[src/rtl/pipe_pkg.sv]
// Shared constants for the pipeline stage registers.
// Latency: n/a (constants only).
// Backpressure: n/a.
package pipe_pkg;

  // Stage occupancy, derived from the main/skid slot valid bits.
  localparam logic [1:0] ST_EMPTY = 2'd0;  // main 0, skid 0
  localparam logic [1:0] ST_BUSY  = 2'd1;  // main 1, skid 0
  localparam logic [1:0] ST_FULL  = 2'd2;  // main 1, skid 1

  // All-zero encoding is sll $0,$0,0 on MIPS.
  localparam logic [31:0] MIPS_NOP = 32'h0000_0000;

  // Carried bundle widths per pipeline boundary.
  localparam int IF_ID_W  = 64;   // {PC+4, instruction}
  localparam int ID_EX_W  = 160;
  localparam int EX_MEM_W = 112;
  localparam int MEM_WB_W = 104;

endpackage

[src/rtl/pipe_slot.sv]
// One data+valid register slot with load/clear; clear and reset load NOP_DATA.
// Latency: 1 cycle (posedge Clk). Backpressure: none, the owner decides load/clear.
// Ports: Clk, Reset (sync, active-high), clear, load, load_data -> vld, data.
module pipe_slot #(
  parameter int                DATA_W   = 64,
  parameter logic [DATA_W-1:0] NOP_DATA = {DATA_W{1'b0}}
) (
  input  logic              Clk,
  input  logic              Reset,
  input  logic              clear,
  input  logic              load,
  input  logic [DATA_W-1:0] load_data,
  output logic              vld,
  output logic [DATA_W-1:0] data
);

  // Clear wins over load so a flush can never leave a live beat behind.
  always_ff @(posedge Clk) begin
    if (Reset || clear) begin
      vld  <= 1'b0;
      data <= NOP_DATA;
    end else if (load) begin
      vld  <= 1'b1;
      data <= load_data;
    end
  end

endmodule

[src/rtl/pipe_stage_reg.sv]
// Parametrised pipeline stage register with 2-entry skid buffer, flush and NOP fill.
// Latency: 1 cycle from accept to OutValid; 1 beat/cycle sustained with OutReady=1.
// Backpressure: OutReady low stalls; InReady (flop-driven) drops only when both slots hold beats.
// Ports: Clk, Reset (sync, active-high), Flush; InValid/InReady/InData upstream;
//        OutValid/OutReady/OutData downstream. OutData is NOP_DATA whenever OutValid=0.
// Option: define PIPE_STAGE_HALF_CYCLE_OUT_EN to re-register OutValid/OutData on negedge Clk.
module pipe_stage_reg
  import pipe_pkg::*;
#(
  parameter int                DATA_W   = IF_ID_W,
  parameter logic [DATA_W-1:0] NOP_DATA = {DATA_W{1'b0}}
) (
  input  logic              Clk,
  input  logic              Reset,
  input  logic              Flush,
  input  logic              InValid,
  output logic              InReady,
  input  logic [DATA_W-1:0] InData,
  output logic              OutValid,
  input  logic              OutReady,
  output logic [DATA_W-1:0] OutData
);

  logic              main_vld, skid_vld;
  logic [DATA_W-1:0] main_dat, skid_dat;

  logic              main_load, main_clear, skid_load, skid_clear;
  logic [DATA_W-1:0] main_din;
  logic [1:0]        state;
  logic              accept, drain;

  // State register: the two slots themselves.
  pipe_slot #(.DATA_W(DATA_W), .NOP_DATA(NOP_DATA)) u_main (
    .Clk       (Clk),
    .Reset     (Reset),
    .clear     (main_clear),
    .load      (main_load),
    .load_data (main_din),
    .vld       (main_vld),
    .data      (main_dat)
  );

  pipe_slot #(.DATA_W(DATA_W), .NOP_DATA(NOP_DATA)) u_skid (
    .Clk       (Clk),
    .Reset     (Reset),
    .clear     (skid_clear),
    .load      (skid_load),
    .load_data (InData),
    .vld       (skid_vld),
    .data      (skid_dat)
  );

  always_comb begin
    if (skid_vld)      state = ST_FULL;
    else if (main_vld) state = ST_BUSY;
    else               state = ST_EMPTY;
  end

  // InReady comes straight off the skid valid flop; handshakes always use
  // the posedge slot state, never the optional negedge output copies.
  assign InReady = ~skid_vld;
  assign accept  = InValid & InReady;
  assign drain   = main_vld & OutReady;

  // Next-state: slot load/clear controls.
  always_comb begin
    main_load  = 1'b0;
    main_clear = 1'b0;
    main_din   = InData;
    skid_load  = 1'b0;
    skid_clear = 1'b0;
    if (Flush) begin
      // A concurrent drain has already been taken by the consumer; a
      // concurrent accept is swallowed by not loading it anywhere.
      main_clear = 1'b1;
      skid_clear = 1'b1;
    end else begin
      case (state)
        ST_EMPTY: main_load = accept;
        ST_BUSY: begin
          if (accept && drain)  main_load  = 1'b1;
          else if (accept)      skid_load  = 1'b1;
          else if (drain)       main_clear = 1'b1;
        end
        ST_FULL: begin
          if (drain) begin
            main_load  = 1'b1;
            main_din   = skid_dat;
            skid_clear = 1'b1;
          end
        end
        default: begin
          main_clear = 1'b1;
          skid_clear = 1'b1;
        end
      endcase
    end
  end

  // Output stage.
`ifdef PIPE_STAGE_HALF_CYCLE_OUT_EN
  // Consumers see the posedge state half a cycle later, matching the
  // write-first-half / read-second-half register file timing.
  logic              out_vld_q;
  logic [DATA_W-1:0] out_dat_q;

  always_ff @(negedge Clk) begin
    if (Reset) begin
      out_vld_q <= 1'b0;
      out_dat_q <= NOP_DATA;
    end else begin
      out_vld_q <= main_vld;
      out_dat_q <= main_dat;
    end
  end

  assign OutValid = out_vld_q;
  assign OutData  = out_dat_q;
`else
  assign OutValid = main_vld;
  assign OutData  = main_dat;
`endif

endmodule
[config.mk]
export PLATFORM = sky130hd
export DESIGN_NAME = pipe_stage_reg
export DESIGN_NICKNAME = d
export VERILOG_FILES = /design/src/rtl/pipe_pkg.sv /design/src/rtl/pipe_slot.sv /design/src/rtl/pipe_stage_reg.sv
export SDC_FILE = /design/constraint.sdc
export NUM_CORES = 1
export LEC_CHECK = 0
export ABC_AREA = 1
export BUFFER_PORTS_ARGS = -buffer_cell sky130_fd_sc_hd__buf_2
export CAP_MARGIN = 30
export CORE_MARGIN = 3
export CORE_UTILIZATION = 45
export DETAILED_ROUTE_END_ITERATION = 8
export PLACE_DENSITY = 0.75
export SLEW_MARGIN = 15
export SYNTH_ARGS = -nofsm -noshare
export SYNTH_HDL_FRONTEND = slang
export SYNTH_SLANG_ARGS = --single-unit
[constraint.sdc]
create_clock -name Clk -period 1.2 [get_ports Clk]
set_input_delay 0 -clock Clk [delete_from_list [all_inputs] [get_ports Clk]]
set_output_delay 0 -clock Clk [all_outputs]
set_load 0.005 [all_outputs]
-- After elaboration in Yosys (flattened, before gate mapping)
Index checks and enable logic that the tools add are counted.
- equal/unequal tests: 2
- multiplexer cells: 19
- bitwise logic cells: 3
- reduce and logical (&&, ||, !) cells: 6
- operators with widths (kind ; number):
    $mux 64 ; 3
    $mux 1 ; 12
    $pmux 1 s2 ; 2
    $reduce_or 2->1 ; 2
    $pmux 1 s3 ; 1
    $and 1x1->1 ; 2
    $eq 2x1->1 const B ; 1
    $eq 2x2->1 const B ; 1
    $logic_not 2->1 ; 1
    $logic_or 1x1->1 ; 2
    $mux 2 ; 1
    $logic_and 1x1->1 ; 1
    $not 1->1 ; 1
- flip-flop bits (word level): 130
- input bits: 69
- output and inout port bits: 66
- word-level logic and storage cells: 34

-- Longest topological paths before layout
- depth in word-level cells: 7
- mapped depth: 9
- mapped depth without buffers: 7

-- Hierarchy
From an unflattened synthesis, not the netlist that was laid out.
- cell total of the unflattened synthesis: 1041
- area, all modules: 6357.3 um2
- modules (own cells, without submodules) (module ; times used ; cells an instance ; area each (um2) ; sequential area each (um2)):
    pipe_slot ; 2 ; 408 ; 2655.0 ; 1301.2
    pipe_stage_reg ; 1 ; 225 ; 1047.3 ; 0.0

-- Worst setup path before layout
Ideal clock, no wire load.
- path type: register -> register
- start point: reg u_main.vld
- end point: reg u_main.vld
- setup time: 0.115 ns
- data arrival time: 1.092 ns
- data required time: 1.085 ns
- slack: -0.007 ns
- cell stages (with the launch flop): 8
- buffers on the path: 2
- period minus slack after synthesis: 1.207 ns
- path through: dfxtp_1 -> nand2_1 -> nor2_1 -> a21oi_1 -> buf_2 -> buf_4 -> o21ai_0 -> inv_1
- word-level cells in the longest chain between the ends: 7
- elaborated cells between the ends (all ways): 17
- classes of those cells: eq/ne: 2; mux: 10; bitwise: 1; reduce/logical: 4
- RTL lines (element ; RTL line ; source):
    start, declared ; pipe_slot.sv:13 ; output logic vld,
    start signal, assigned ; pipe_slot.sv:20 ; vld <= 1'b0;
    start signal, assigned ; pipe_slot.sv:23 ; vld <= 1'b1;
    $mux 1 or $and 1x1->1 (tied branches) ; pipe_stage_reg.sv:55, pipe_stage_reg.sv:63 ;
    $mux 2 or $mux 1 (tied branches) ; pipe_stage_reg.sv:54, pipe_stage_reg.sv:83, pipe_stage_reg.sv:86 ;
    $eq 2x2->1 (tied with other cells) ; pipe_stage_reg.sv:78 ; case (state)
    $reduce_or 2->1 (no line) or $mux 1 (tied branches) ; n/a ;
    $pmux 1 s2 ; pipe_stage_reg.sv:78 ;
    $mux 1 ; pipe_stage_reg.sv:72 ; if (Flush) begin
    $logic_or 1x1->1 ; pipe_slot.sv:19 ; if (Reset || clear) begin
Several ways; a longest one is shown, not always the timed one.
A chain may end at the register's enable or synchronous reset.

-- Worst setup path after layout
- start point: reg u_skid.vld
- end point: reg u_main.data[21]
- word-level cells in the longest chain between the ends: 7
- elaborated cells between the ends (all ways): 18
- classes of those cells: eq/ne: 2; mux: 10; bitwise: 2; reduce/logical: 4
- RTL lines (element ; RTL line ; source):
    start, declared ; pipe_slot.sv:13 ;
    start signal, assigned ; pipe_slot.sv:20 ;
    start signal, assigned ; pipe_slot.sv:23 ;
    $not 1->1 ; pipe_stage_reg.sv:61 ; assign InReady = ~skid_vld;
    $and 1x1->1 ; pipe_stage_reg.sv:62 ; assign accept = InValid & InReady;
    $mux 1 or $logic_and 1x1->1 (tied branches) ; pipe_stage_reg.sv:82, pipe_stage_reg.sv:81 ;
    $mux 1 ; pipe_stage_reg.sv:81 ; if (accept && drain) main_load = 1'b1;
    $pmux 1 s2 ; pipe_stage_reg.sv:78 ;
    $mux 1 ; pipe_stage_reg.sv:72 ;
    $logic_or 1x1->1 ; pipe_slot.sv:19 ;
    end signal, assigned ; pipe_slot.sv:24 ; data <= load_data;
    end, declared ; pipe_slot.sv:14 ; output logic [DATA_W-1:0] data
Several ways; a longest one is shown, not always the timed one.

==> flow_metrics.env <==
export IMPL_synth_top_area_share_pct=44.5
export IMPL_drive_gt1_share_pct=24.3
export IMPL_clock_sinks=130
export IMPL_crit_required_ns=1.55
export IMPL_place_hpwl_um=9430
export IMPL_ioPinCount=135
export IMPL_portBuffers=134
export IMPL_rows=41
export IMPL_start_util_pct=46.1
export IMPL_ys_seq_area_share_pct=44.5
export IMPL_synthCells=920
export IMPL_timing_rr_end="u_main.data[21]"
export IMPL_routedWlPerCell_um=14.4
export IMPL_drtIter0Drc=600
export IMPL_peakVddDrop_mv=0.926
export IMPL_h_tree_depth=4
export IMPL_yosys_area_top_type="dfxtp_1"
export IMPL_numCtsBuffers=17
export IMPL_die_h_um=120
export IMPL_report_final_hold_viol_count=0
export IMPL_r2r_start="u_skid.vld"
export IMPL_r2r_slack_ns=-0.16
export IMPL_nFillCells=985
export IMPL_reg2reg_depth=7
export IMPL_route_detailed_drc=0
export IMPL_min_period_over_period_pct=114
export IMPL_areaGrowthSynthToFinish_pct=48.7
export IMPL_p_per_area_mw_per_mm2=1210
export IMPL_synth_most_common_cell="nand2_1"
export IMPL_yosysWarnings=0
export IMPL_post_route_util_pct=68.6
export IMPL_grt_pass1_vias=5720
export IMPL_hold_ws_ns=0.173
export IMPL_synth_edf_count=0
export IMPL_finalCriticalPeriod_ns=1.36
export IMPL_antenna_found_initial=1
export IMPL_clkTransAtPathRegs_ns=0.05
export IMPL_worst_hold_path_endpoint="u_skid.vld"
export IMPL_grt_overflow=0
export IMPL_cts_tree="built"
export IMPL_synth_cell_type_count=13
export IMPL_synth_commonest_cells="263 x nand2_1, 259 x nor2_1, 130 x dfxtp_1"
export IMPL_ant_nets=0
export IMPL_maxCapViolations=0
export IMPL_num_vias=6392
export IMPL_min_path_type="primary input to register"
export IMPL_fin_tns_setup_ns=-11.30
export IMPL_arrival_ns=1.71
export IMPL_fmax_mhz=734
export IMPL_ys_ff_latch=130
export IMPL_rsz0062_at_grt="true"
export IMPL_violations="negative setup slack"
export IMPL_clk_latency_ns=0.42
export IMPL_cellLeakagePower_nw=4.50
export IMPL_total_power_w=0.0105
export IMPL_routed_wl_um=18900
export IMPL_synthArstFlopShare_pct=0
export IMPL_outcome="complete, but fails checks"
export IMPL_track_usage_pct=23.6
export IMPL_finClkSkew_ns=0.00754
export IMPL_cts_path_max_buffers=2
export IMPL_finalWeightedCongestion=0.846
export IMPL_criticalPathCategory="register to register"
export IMPL_grt_pass1_wl_um=27500
export IMPL_vias_per_cell=4.87
export IMPL_die_area_mm2=0.0144
export IMPL_cp_start_kind="register"
export IMPL_syn_avg_cell_area_um2=6.35
export IMPL_syn_num_nets=989
export IMPL_root_buffer="clkbuf_16"
export IMPL_fin_nets=1199
export IMPL_hold_depth=5
export IMPL_finalSetupViolCount=131
export IMPL_core_area_mm2=0.0127
export IMPL_synth_area_mm2=0.00585
export IMPL_report_final_slew_viol_count=0
export IMPL_antenna_cells=0
export IMPL_die_w_um=120
export IMPL_min_delay_start="OutReady"
export IMPL_setup_ws_ns=-0.162
export IMPL_endpoint_kind="register"
export IMPL_grt_max_degree=35
export IMPL_worst_pin_slew_ns=0.338
export IMPL_synth_area_leaders="dfxtp_1 45%, nand2_1 17%, nor2_1 17%"
export IMPL_synthFlopType="dfxtp_1"
export IMPL_max_slew_margin_pct=77.5
export IMPL_first_pass_iters=6
export IMPL_path_max_fanout=5
repair_timing:
action	CTS	global route
gates cloned	3	12
setup buffers	3	7
hold buffers	65	0
pin swaps	3	6
gates resized for setup	20	69
endpoints found under the hold margin	129	0
endpoints found under the setup margin	129	130
power breakdown:
part           switching (W)  internal [W]  leakage, nW
sequential         0.0000439       0.00440         1.05
clock                0.00179       0.00302        0.275
combinational       0.000632      0.000612         3.17
state kept, by name (all words and copies together), names as in the netlist:
signal       count
u_skid.data     64
u_main.vld       1
u_main.data     64
u_skid.vld       1
through the flow:
step	cell area [um^2]	instances	setup slack [ns]
5_1_grt	8690	1313	-0.194
3_3_place_gp	6790	1194	-0.0763
2_1_floorplan	5850	920	0.0242
6_report	8690	1313	-0.162
3_5_place_dp	6790	1194	-0.110
4_1_cts	8170	1295	-0.0888
worst max-delay path: stages (launching register included):
cell	delay [ns]
dfxtp_4	0.38
inv_4	0.06
buf_6	0.11
a21oi_4	0.24
buf_6	0.19
clkbuf_16	0.16
nand2_1	0.06
nor2_1	0.10
kinds of logic (layout without fill, tap and decap cells):
| group | after synthesis | count (layout) | share of synthesized area [%] |
|---|---|---|---|
| AND/OR/NAND/NOR | 591 | 591 | 39.6 |
| buffers and inverters | 132 | 353 | 10.2 |
| flip-flops | 130 | 130 | 44.5 |
| AO/OA/AOI/OAI | 67 | 67 | 5.74 |
cells in the final DEF (no fill, tap or decap), drive strengths merged:
| cell | instances |
|---|---|
| nand2 | 263 |
| nor2 | 260 |
| buf | 177 |
| dfxtp | 130 |
| inv | 71 |
| nand3 | 67 |
| dlygate4sd3 | 65 |
| o21ai | 65 |
| clkbuf | 34 |
| clkinv | 5 |
| a21oi | 2 |
| nand4 | 1 |
| bufinv | 1 |
metal layers:
metal	vias up	wire (um)	part of all wire (%)	track usage [%]
met3	67	1370	7.2	5.66
met1	2808	7920	42	29.6
met5	-	7	0.037	0
met2	287	8860	47	38.7
li1	3228	-	-	-
met4	2	704	3.7	10.2
how the worst max path moves through the flow:
stage	to	start	slack, ns	cells past startpoint
2_1_floorplan	u_skid.data[28]	u_skid.vld	0.02	8
3_3_place_gp	u_main.data[30]	u_skid.vld	-0.08	6
3_5_place_dp	u_main.data[22]	u_skid.vld	-0.11	6
4_1_cts	u_main.data[22]	u_skid.vld	-0.09	9
5_1_grt	u_skid.data[43]	u_skid.vld	-0.19	7
6_report	u_main.data[21]	u_skid.vld	-0.16	7
layout make-up:
cell class,instances,area [um^2],share of cell area (%)
Timing Repair Buffer,252,2210,25.4
Inverter,71,272,3.12
Clock inverter,6,55.1,0.633
Tap cell,172,215,2.48
Multi-Input combinational cell,658,2840,32.7
Clock buffer,24,492,5.66
Sequential cell,130,2610,30.0
(Power assumes the default switching activity.)
